`config.mk`:
```
export PLATFORM = sky130hd
export DESIGN_NAME = pulse_width_modulation
export DESIGN_NICKNAME = d
export VERILOG_FILES = /design/src/rtl/pwm_pkg.sv /design/src/rtl/pwm_channel.sv /design/src/rtl/pulse_width_modulation.sv
export SDC_FILE = /design/constraint.sdc
export NUM_CORES = 1
export LEC_CHECK = 0
export BUFFER_PORTS_ARGS = -buffer_cell sky130_fd_sc_hd__buf_2
export CAP_MARGIN = 10
export CORE_MARGIN = 2
export CORE_UTILIZATION = 40
export DETAILED_ROUTE_END_ITERATION = 6
export GPL_TIMING_DRIVEN = 0
export HOLD_SLACK_MARGIN = 0.1
export PLACE_DENSITY = 0.67
export SETUP_SLACK_MARGIN = 0.15
export SYNTH_ARGS = -nofsm -noshare
export SYNTH_HDL_FRONTEND = slang
export SYNTH_SLANG_ARGS = --single-unit
export TNS_END_PERCENT = 10
```
`constraint.sdc`:
```
create_clock -name clk -period 4.35 [get_ports clk]
set_input_delay 0.87 -clock clk [delete_from_list [all_inputs] [get_ports clk]]
set_output_delay 0.87 -clock clk [all_outputs]
set_load 0.02 [all_outputs]
```
`src/rtl/pwm_pkg.sv`:
```
// Shared defaults and helpers for the drive-motor PWM source.
package pwm_pkg;

  localparam int unsigned DEF_CNT_WIDTH        = 10;
  localparam int unsigned DEF_PERIOD           = 1000;
  localparam int unsigned DEF_FULL_DUTY        = 1000;
  localparam int unsigned DEF_VEER_DUTY        = 750;
  localparam int unsigned DEF_HARD_DUTY        = 500;
  localparam int unsigned DEF_NINETY_DUTY      = 300;
  localparam int unsigned DEF_NINETY_FAST_DUTY = 600;

  // Saturate a duty at the period so over-range duties read as always-high.
  function automatic int unsigned clamp_duty(input int unsigned duty, input int unsigned period);
    return (duty < period) ? duty : period;
  endfunction

endpackage

```
`src/rtl/pwm_channel.sv`:
```
// One PWM comparator: registered (cnt < clamped DUTY).
module pwm_channel
  import pwm_pkg::*;
#(
  parameter int unsigned DUTY      = DEF_HARD_DUTY,
  parameter int unsigned PERIOD    = DEF_PERIOD,
  parameter int unsigned CNT_WIDTH = DEF_CNT_WIDTH
) (
  input  logic                 clk,
  input  logic                 rst,
  input  logic [CNT_WIDTH-1:0] cnt,
  output logic                 pwm
);

  // One extra bit so a clamped duty equal to 2^CNT_WIDTH still compares correctly.
  localparam int unsigned CMP_W  = CNT_WIDTH + 1;
  localparam int unsigned DUTY_C = clamp_duty(DUTY, PERIOD);

  logic             r_pwm;
  logic [CMP_W-1:0] w_cnt_ext;

  assign w_cnt_ext = {1'b0, cnt};

  always_ff @(posedge clk) begin
    if (rst) begin
      r_pwm <= 1'b0;
    end else begin
      r_pwm <= (w_cnt_ext < CMP_W'(DUTY_C));
    end
  end

  assign pwm = r_pwm;

endmodule

```
`src/rtl/pulse_width_modulation.sv`:
```
// Fixed-duty PWM source: one shared period counter feeding five speed-grade channels.
module pulse_width_modulation
  import pwm_pkg::*;
#(
  parameter int unsigned CNT_WIDTH        = DEF_CNT_WIDTH,
  parameter int unsigned PERIOD           = DEF_PERIOD,
  parameter int unsigned FULL_DUTY        = DEF_FULL_DUTY,
  parameter int unsigned VEER_DUTY        = DEF_VEER_DUTY,
  parameter int unsigned HARD_DUTY        = DEF_HARD_DUTY,
  parameter int unsigned NINETY_DUTY      = DEF_NINETY_DUTY,
  parameter int unsigned NINETY_FAST_DUTY = DEF_NINETY_FAST_DUTY
) (
  input  logic clk,
  input  logic rst,
  output logic fullSpeedPwm,
  output logic veerSpeedPwm,
  output logic hardSpeedPwm,
  output logic ninetySpeedPwm,
  output logic ninetyFastSpeedPwm
);

  logic [CNT_WIDTH-1:0] r_cnt;

  // Free-running period counter, wraps PERIOD-1 -> 0.
  always_ff @(posedge clk) begin
    if (rst) begin
      r_cnt <= '0;
    end else if (r_cnt == CNT_WIDTH'(PERIOD - 1)) begin
      r_cnt <= '0;
    end else begin
      r_cnt <= r_cnt + CNT_WIDTH'(1);
    end
  end

  pwm_channel #(.DUTY(FULL_DUTY), .PERIOD(PERIOD), .CNT_WIDTH(CNT_WIDTH)) u_full (
    .clk(clk), .rst(rst), .cnt(r_cnt), .pwm(fullSpeedPwm)
  );

  pwm_channel #(.DUTY(VEER_DUTY), .PERIOD(PERIOD), .CNT_WIDTH(CNT_WIDTH)) u_veer (
    .clk(clk), .rst(rst), .cnt(r_cnt), .pwm(veerSpeedPwm)
  );

  pwm_channel #(.DUTY(HARD_DUTY), .PERIOD(PERIOD), .CNT_WIDTH(CNT_WIDTH)) u_hard (
    .clk(clk), .rst(rst), .cnt(r_cnt), .pwm(hardSpeedPwm)
  );

  pwm_channel #(.DUTY(NINETY_DUTY), .PERIOD(PERIOD), .CNT_WIDTH(CNT_WIDTH)) u_ninety (
    .clk(clk), .rst(rst), .cnt(r_cnt), .pwm(ninetySpeedPwm)
  );

  pwm_channel #(.DUTY(NINETY_FAST_DUTY), .PERIOD(PERIOD), .CNT_WIDTH(CNT_WIDTH)) u_nfast (
    .clk(clk), .rst(rst), .cnt(r_cnt), .pwm(ninetyFastSpeedPwm)
  );

endmodule

```
==> results_dict.tcl, run 1 <==
set metrics [dict create \
    synthTopCellsByArea "dfxtp_1, nor2_1, xor2_1" \
    swShare_pct 25.9 \
    cp-start-kind "register" \
    synth_commonest_cells "dfxtp_1, nor2_1, nand2_1, a21oi_1, xor2_1" \
    syn_area_per_cell_um2 8.79 \
    final_util_pct 46.0 \
    num_vias 532 \
    cp-end-kind "output port" \
    wirelength_mm 1.15 \
    grt_max_degree 11 \
    dp.cells 101 \
    hold_viol_final 0 \
    routabilityCongestion 0.785 \
    worstPathArrival_ns 0.75 \
    rr_startpoint "r_cnt[1]" \
    synth_fp_nets 82 \
    cp_slowest_cell "dfxtp_1" \
    synth-seq-cells 15 \
    drt_iter0_drc 10 \
    cts_made_buffers 3 \
    start_util_pct 41.6 \
    timing.fmax_ghz 0.618 \
    p_int_mw 0.189 \
    drtPass1Iterations 4 \
    synth_area_leader_cell "dfxtp_1" \
    die_area_um2 2090 \
    cts-resized-gates 0 \
    cp_slowest_stage_delay_ns 0.31 \
    synth_flop_cell "dfxtp_1" \
    clkTransAtPathRegs_ns 0.09 \
    vdd_drop_max_mv 0.229 \
    yosysUniqueCellTypes 30 \
    cp_cell_sequence "buf_2" \
    clkPwrFrac_pct 30.9 \
    worstPathMaxFanout 1 \
    worst_slew_pin_slew_ns 0.524 \
    p_leak_nw 0.295 \
    syn-cell-area_um2 694 \
    power_density_nw_per_um2 332 \
    first_global_vias 430 \
    fin_skew_ns 0.00439 \
    dp_hpwl_um 844 \
    period_share_pct 37.2 \
    synth_edf_count 0 \
    grtUsageTotal_pct 12.7 \
    overflow 0 \
    postCtsSetupBuffers 0 \
    cap_violations 0 \
    wl_per_cell_um 11.0 \
    drc_errors 0 \
    grt_pass1_wl_mm 1.83 \
    critPathRequiredTime_ns 3.48 \
    min_period_ns 1.62 \
    clock-root-buffer "clkbuf_4" \
    clockBufferDepth 2 \
    nets 92 \
    critical_path_class "register to output port" \
    synth_top_area_share_pct 43.2 \
    path_buf_inv 1 \
    cts_htree_levels 1 \
    instances_no_fill 105 \
    cp-startpoint "u_veer.pwm" \
    seq_power_share_pct 58.0 \
    via_per_inst 5.07 \
    min_path_type "register to register" \
    setup_viol 0 \
    insertion_delay_ns 0.28 \
    p_sw_mw 0.0660 \
    status "completed" \
    areaGrowthSynthToFinish_pct 10.6 \
    hold_start "r_cnt[0]" \
    rsz0062_at_grt "no" \
    ios 7 \
    yosysMostFrequentCell "dfxtp_1" \
    finalSetupTns_ns 0 \
    die_x_um 45.7 \
    rows 15 \
    cts.sinks 15 \
    antenna_cells 0 \
    nFillCells 171 \
    synthArstFlopShare_pct 0 \
    crit_family "flip-flops" \
    ys_seq_area_share_pct 43.2 \
    die_h_um 45.7 \
    slew_violations 0 \
    ant_nets 0 \
    postCtsHoldBufs 0 \
    antenna_found_initial 0 \
    drive_above_1_share_pct 20.5 \
    synthCells 79 \
    cts_tree "done" \
    numPortBuffers 5 \
    ys_warn_count 0 \
    core_um2 1670 \
    p_comb_share_pct 11.0 \
    max-slew-margin-rel_pct 65.0 \
]
power groups by stage:
stage | Combinational (mW) | Clock [mW] | Sequential [mW]
after floorplan | 0.0172 | 0 | 0.155
after global placement | 0.0277 | 0 | 0.151
after detailed placement | 0.0283 | 0 | 0.151
after CTS | 0.0284 | 0.0819 | 0.148
after global routing | 0.0308 | 0.0873 | 0.149
final | 0.0282 | 0.0790 | 0.148
stage by stage:
stage / total power, mW / worst slack (ns) / hold WS, ns / cell area [um^2]
finish: 0.255 / 2.73 / 0.520 / 768
global route: 0.267 / 2.62 / 0.543 / 768
CTS: 0.259 / 2.72 / 0.533 / 768
detailed placement: 0.180 / 2.60 / 0.475 / 741
global placement: 0.179 / 2.62 / 0.460 / 741
floorplan: 0.172 / 2.80 / 0.437 / 694
cell usage in the layout, fill, tap and decap left out, drive strengths merged:
cell type   n
a31oi       1
nand4       4
xor2        5
nor4        1
dfxtp      15
o21bai      1
nor3        2
nand3       3
nor3b       1
inv         2
clkbuf      6
or2         1
and2        1
nor2       12
clkinv      1
and4        1
xnor2       1
o21ai       1
o31a        1
a211o       1
nand2       6
ha          1
a211oi      1
o211ai      2
buf        10
a21oi       5
a21o        1
or3         1
worst reg2reg max path: cells and delay by family (launching register included):
kind / cells / cell delay [ns]
AOI/OAI and AO/OA: 1 / 0.16
adders and majority gates: 1 / 0.29
DFF: 1 / 0.42
and+or+nand+nor: 3 / 0.68
registers in the layout (all words and copies together), names as in the netlist:
name and count:
u_hard.pwm 1, r_cnt 10, u_ninety.pwm 1, u_veer.pwm 1
u_full.pwm 1, u_nfast.pwm 1
layer usage:
metal  global-route usage (%)  up-vias  wire, um
met1                     14.8      230       581
met3                     5.95        2        62
met2                     18.9       10       498
met4                     7.06        0        11
li1                         -      290         -
met5                        0        -         0
final timing paths:
kind	endpoint	slack (ns)	cells after the start
worst max-delay path	veerSpeedPwm	2.73	1
worst min register to register	r_cnt[0]	0.52	1
worst min-delay path	r_cnt[0]	0.52	1
worst max register to register	r_cnt[8]	2.75	5
cell type report:
class | instances | area (um^2) | area share (%)
Clock inverter | 1 | 5.00 | 0.651
Timing Repair Buffer | 5 | 25.0 | 3.26
Sequential cell | 15 | 300 | 39.1
Clock buffer | 3 | 22.5 | 2.93
Inverter | 2 | 7.51 | 0.977
Tap cell | 17 | 21.3 | 2.77
Multi-Input combinational cell | 54 | 334 | 43.5
Buffer | 8 | 52.6 | 6.84
cell families (layout without fill, tap and decap cells):
| logic type | count (synthesis) | count (layout) | synth area share (%) |
|---|---|---|---|
| xor+xnor | 6 | 6 | 7.57 |
| compound gates | 14 | 14 | 13.3 |
| flops | 15 | 15 | 43.2 |
| buf+inv | 10 | 19 | 8.65 |
| simple gates | 33 | 33 | 25.4 |
| fa+ha+maj | 1 | 1 | 1.80 |
Note: power is estimated with default switching activity, not from simulation.
==> run 2, diff against run 1 <==
==> constraint.sdc (replaced) <==
create_clock -name clk -period 1.5 [get_ports clk]
set_input_delay 0.3 -clock clk [delete_from_list [all_inputs] [get_ports clk]]
set_output_delay 0.3 -clock clk [all_outputs]
set_load 0.02 [all_outputs]
==> results_dict.tcl, run 2 (synthesis results as in run 1) <==
set metrics [dict create \
    status "completed" \
    reg2reg_to "r_cnt[8]" \
    worst_slew_pin_slew_ns 0.398 \
    clkTransAtPathRegs_ns 0.08 \
    drc_errors 0 \
    hold_ws_ns 0.376 \
    clockBufferDepth 2 \
    min_path_type "input port to register" \
    areaGrowthSynthToFinish_pct 18.9 \
    rsz0062_at_grt "yes" \
    worst-path-stages 5 \
    critPathRequiredTime_ns 1.72 \
    final_cell_mix "nor2_1, dfxtp_1" \
    period_share_pct 89.6 \
    clkPwrFrac_pct 30.5 \
    top_register "r_cnt" \
    cts_tree "done" \
    clock-root-buffer "clkbuf_4" \
    nFillCells 156 \
    wirelength_mm 1.16 \
    die_area_um2 2090 \
    first_global_vias 480 \
    cp-start-kind "register" \
    max-slew-margin-rel_pct 73.5 \
    p_sw_mw 0.191 \
    insertion_delay_ns 0.29 \
    swShare_pct 25.3 \
    rr_startpoint "r_cnt[1]" \
    power_density_nw_per_um2 915 \
    hold_viol_final 0 \
    ios 7 \
    path_buf_inv 0 \
    dp.cells 101 \
    drive_above_1_share_pct 29.7 \
    multi_input_area_um2 360 \
    cp-end-kind "register" \
    reg2reg_slack_ns 0.16 \
    antenna_found_initial 0 \
    nets 95 \
    timing.fmax_ghz 0.744 \
    fin_skew_ns 0.00211 \
    overflow 0 \
    vdd_drop_max_mv 0.500 \
    ant_nets 0 \
    routabilityCongestion 0.817 \
    worstPathMaxFanout 3 \
    post-place-ws_ns -0.00419 \
    setup_ws_ns 0.156 \
    grtUsageTotal_pct 14.4 \
    cp_slowest_stage_delay_ns 0.36 \
    drt_iter0_drc 11 \
    cp_slowest_cell "dfxtp_4" \
    cts_made_buffers 3 \
    slew_violations 0 \
    die_h_um 45.7 \
    antenna_cells 0 \
    whs_path_depth 2 \
    wl_per_cell_um 10.7 \
    largest_reg_flops 10 \
    grt_max_degree 11 \
    seq_area_um2 309 \
    setup_viol 0 \
    drtPass1Iterations 3 \
    p_int_mw 0.565 \
    hold_path_end "u_full.pwm" \
    cts.sinks 15 \
    cts_htree_levels 1 \
    die_x_um 45.7 \
    hold_start "rst" \
    start_util_pct 41.6 \
    instances_no_fill 108 \
    num_vias 561 \
    critical_path_class "register to register" \
    dp_hpwl_um 809 \
    crit_family "simple AND/OR/NAND/NOR gates" \
    ff2ff_path_depth 5 \
    core_um2 1670 \
    cap_violations 0 \
    cp_cell_sequence "ha_4 > nand3_4 > or2_4 > or3_1 > a31oi_1" \
    min_period_ns 1.34 \
    rows 15 \
    seq_power_share_pct 56.5 \
    worstPathArrival_ns 1.56 \
    p_comb_share_pct 13.0 \
    p_leak_nw 0.316 \
    numPortBuffers 5 \
    via_per_inst 5.19 \
    grt_pass1_wl_mm 2.04 \
]
[run 2: metrics by stage]
stage               power, mW  TNS [ns]  util [%]  cell area [um^2]
CTS                     0.769         0      48.7               813
finish                  0.756         0      49.4               826
global placement        0.524         0      45.4               758
floorplan               0.505         0         -               712
detailed placement      0.525  -0.00419      45.4               758
global route            0.800         0      49.4               826
[run 2: power by group through the flow]
stage	clock network, mW	logic [mW]	registers (mW)
after floorplan	0	0.0522	0.453
after global placement	0	0.0826	0.441
after detailed placement	0	0.0840	0.441
after CTS	0.245	0.0965	0.428
after global routing	0.258	0.111	0.430
final	0.231	0.0979	0.427
[run 2: repair_timing]
item / in CTS / in global routing
pin swaps: 2 / 2
endpoints found under the hold margin: 0 / 0
gates resized for setup: 2 / 5
setup buffers: 3 / 0
hold buffers: 0 / 0
setup endpoints to repair: 8 / 10
[run 2: worst reg2reg max path: cells and delay by family (launching register included)]
| family | cells | cell delay, ns |
|---|---|---|
| and+or+nand+nor | 3 | 0.62 |
| DFF | 1 | 0.36 |
| AOI/OAI and AO/OA | 1 | 0.15 |
| adders and majority gates | 1 | 0.14 |
[run 2: final cells by class]
cell class                 count  share of cell area (%)
multi-input combinational     54                    43.6
sequential                    15                    37.4
buffer                         8                    6.52
timing repair buffer           8                    5.76
clock buffer                   4                    3.18
tap                           17                    2.58
inverter                       2                   0.909
[run 2: worst max path at each step]
stage          startpoint       end  slack, ns
2_1_floorplan    r_cnt[1]  r_cnt[8]       0.16
3_3_place_gp     r_cnt[9]  r_cnt[3]      0.004
3_5_place_dp     r_cnt[9]  r_cnt[3]     -0.004
4_1_cts          r_cnt[9]  r_cnt[3]       0.14
5_1_grt          r_cnt[1]  r_cnt[8]       0.09
6_report         r_cnt[1]  r_cnt[8]       0.16
[run 2: per-layer routing]
metal	vias up	routed length, um	global-route usage [%]	share of wire (%)
met2	8	530	20.8	46
met3	5	37	4.76	3.2
met4	0	48	12.4	4.1
met5	-	0	0	0
met1	253	543	16.7	47
li1	295	-	-	-
==> run 3, diff against run 2 <==
--- a/config.mk
+++ b/config.mk
@@ -5,16 +5,18 @@
 export SDC_FILE = /design/constraint.sdc
 export NUM_CORES = 1
 export LEC_CHECK = 0
+export ABC_AREA = 1
 export BUFFER_PORTS_ARGS = -buffer_cell sky130_fd_sc_hd__buf_2
 export CAP_MARGIN = 10
 export CORE_MARGIN = 2
-export CORE_UTILIZATION = 40
+export CORE_UTILIZATION = 45
 export DETAILED_ROUTE_END_ITERATION = 6
 export GPL_TIMING_DRIVEN = 0
 export HOLD_SLACK_MARGIN = 0.1
-export PLACE_DENSITY = 0.67
+export PLACE_DENSITY = 0.72
 export SETUP_SLACK_MARGIN = 0.15
 export SYNTH_ARGS = -nofsm -noshare
 export SYNTH_HDL_FRONTEND = slang
+export SYNTH_HIERARCHICAL = 1
 export SYNTH_SLANG_ARGS = --single-unit
 export TNS_END_PERCENT = 10
==> results_dict.tcl, run 3 <==
set metrics [dict create \
    rsz0062_at_grt "no" \
    num_vias 727 \
    synth_top_area_share_pct 38.6 \
    wirelength_mm 1.51 \
    multi_input_area_um2 409 \
    postCtsSetupBuffers 0 \
    synth-xor-area-share_pct 3.38 \
    critical_path_class "register to register" \
    synthArstFlopShare_pct 0 \
    hold_start "rst" \
    cp-start-kind "register" \
    vdd_drop_max_mv 0.575 \
    largest_reg_flops 10 \
    numPortBuffers 6 \
    drt_iter0_drc 23 \
    post-place-ws_ns 0.263 \
    grt_pass1_wl_mm 2.57 \
    seq_area_um2 305 \
    core_um2 1670 \
    antenna_found_initial 0 \
    synth-simple-area-share_pct 38.8 \
    synthTopCellsByArea "dfxtp_1, nand2_1, nor2_1" \
    first_global_vias 613 \
    slew_violations 0 \
    cap_violations 0 \
    cp-startpoint "r_cnt[0]" \
    worst_slew_pin_slew_ns 0.334 \
    dp_hpwl_mm 1.07 \
    ant_nets 0 \
    grtUsageTotal_pct 17.3 \
    setup_ws_ns 0.264 \
    finalSetupTns_ns 0 \
    drc_errors 0 \
    drtPass1Iterations 4 \
    power_density_nw_per_um2 811 \
    insertion_delay_ns 0.29 \
    areaGrowthSynthToFinish_pct 10.6 \
    overflow 0 \
    hold_viol_final 0 \
    yosysMostFrequentCell "nand2_1" \
    syn-cell-area_um2 777 \
    cts_made_buffers 3 \
    setup_viol 0 \
    synth_commonest_cells "nand2_1, nor2_1, inv_1, dfxtp_1, a21oi_1" \
    synth-compound-area-share_pct 8.86 \
    clkTransAtPathRegs_ns 0.09 \
    synth_fp_nets 120 \
    top_register "r_cnt" \
    die_h_um 45.6 \
    drive_above_1_share_pct 17.3 \
    via_per_inst 5.05 \
    nFillCells 176 \
    antenna_cells 0 \
    min_path_type "input port to register" \
    yosysUniqueCellTypes 19 \
    synthMuxAreaShare_pct 0 \
    die_x_um 45.6 \
    synth_top_family_by_area "simple AND/OR/NAND/NOR gates" \
    grt_max_degree 11 \
    max-slew-margin-rel_pct 77.7 \
    start_util_pct 46.5 \
    worstPathMaxFanout 9 \
    die_area_um2 2080 \
    syn_area_per_cell_um2 6.64 \
    rr_startpoint "r_cnt[0]" \
    cts_htree_levels 1 \
    synth_area_leader_cell "dfxtp_1" \
    cp-end-kind "register" \
    ys_warn_count 6 \
    nets 131 \
    status "completed" \
    critPathRequiredTime_ns 1.67 \
    synth_flop_cell "dfxtp_1" \
    min_period_ns 1.24 \
    clockBufferDepth 2 \
    timing.fmax_ghz 0.809 \
    worstPathArrival_ns 1.40 \
    ios 7 \
    wl_per_cell_um 10.5 \
    period_share_pct 82.4 \
    routabilityCongestion 0.827 \
    cts_tree "done" \
    layout_commonest_cell "nand2_1" \
    synth-seq-cells 15 \
    cts.sinks 15 \
    fin_skew_ns 0.00774 \
    synthCells 117 \
    final_cell_mix "nand2_1, nor2_1, inv_1" \
    rows 15 \
    p_leak_nw 0.322 \
    synth_adder_area_share_pct 1.61 \
    clock-root-buffer "clkbuf_4" \
    ys_seq_area_share_pct 38.6 \
    synth_edf_count 0 \
]
-- run 3: cell types whose count changed after synthesis, moves of 4 or more --
cell     change
inv_1       +15
nand2_1     +25
nand4_1      -4
nor2_1      +11
xor2_1       -4
-- run 3: final cells by class --
class,count,area share [%]
tap,17,2.47
clock buffer,4,3.06
multi-input combinational,84,47.6
sequential,15,35.5
inverter,18,7.86
timing repair buffer,6,3.49
-- run 3: power by group --
part / internal, mW / leakage, nW / switching (mW)
clock network: 0.103 / 0.0150 / 0.127
registers: 0.412 / 0.125 / 0.00950
logic: 0.0167 / 0.181 / 0.0295
total: 0.532 / 0.322 / 0.166
-- run 3: per-layer routing --
metal,GRT usage [%],up-vias,part of all wire [%]
met3,5.95,2,5.0
met5,0,-,0
met2,29.0,17,51
li1,-,375,-
met4,5.29,0,0.73
met1,20.5,333,43
-- run 3: repair_timing --
item / CTS / global route
hold buffers: 0 / 0
resized for setup: 0 / 4
setup endpoints to repair: 0 / 9
-- run 3: cells by family after synthesis --
family,count (synthesis)
buffers and inverters,18
and+or+nand+nor,69
adders and majority gates,1
xor gates and xnor gates,3
DFF,15
AOI/OAI and AO/OA,11
-- run 3: path summary, 6_finish.rpt --
| kind | slack, ns | cells after the start | endpoint |
|---|---|---|---|
| setup / recovery | 0.26 | 6 | r_cnt[8] |
| hold / removal | 0.27 | 2 | u_full/pwm |
| setup reg to reg | 0.26 | 6 | r_cnt[8] |
| hold reg to reg | 0.47 | 1 | r_cnt[0] |
-- run 3: through the flow --
step	area [um^2]	hold WS (ns)	utilization, %	instances	power, mW
after floorplan	777	0.369	-	117	0.462
after global placement	828	0.445	49.6	140	0.476
after detailed placement	828	0.456	49.6	140	0.477
after CTS	855	0.262	51.2	144	0.707
after global routing	860	0.264	51.5	144	0.729
final	860	0.274	51.5	144	0.697
-- run 3: worst max-delay path: stages, from the launching register on --
cell,delay [ns]
dfxtp_1,0.38
ha_1,0.23
inv_1,0.06
nor2_1,0.10
nand3_1,0.09
nand2_2,0.20
a21oi_1,0.07
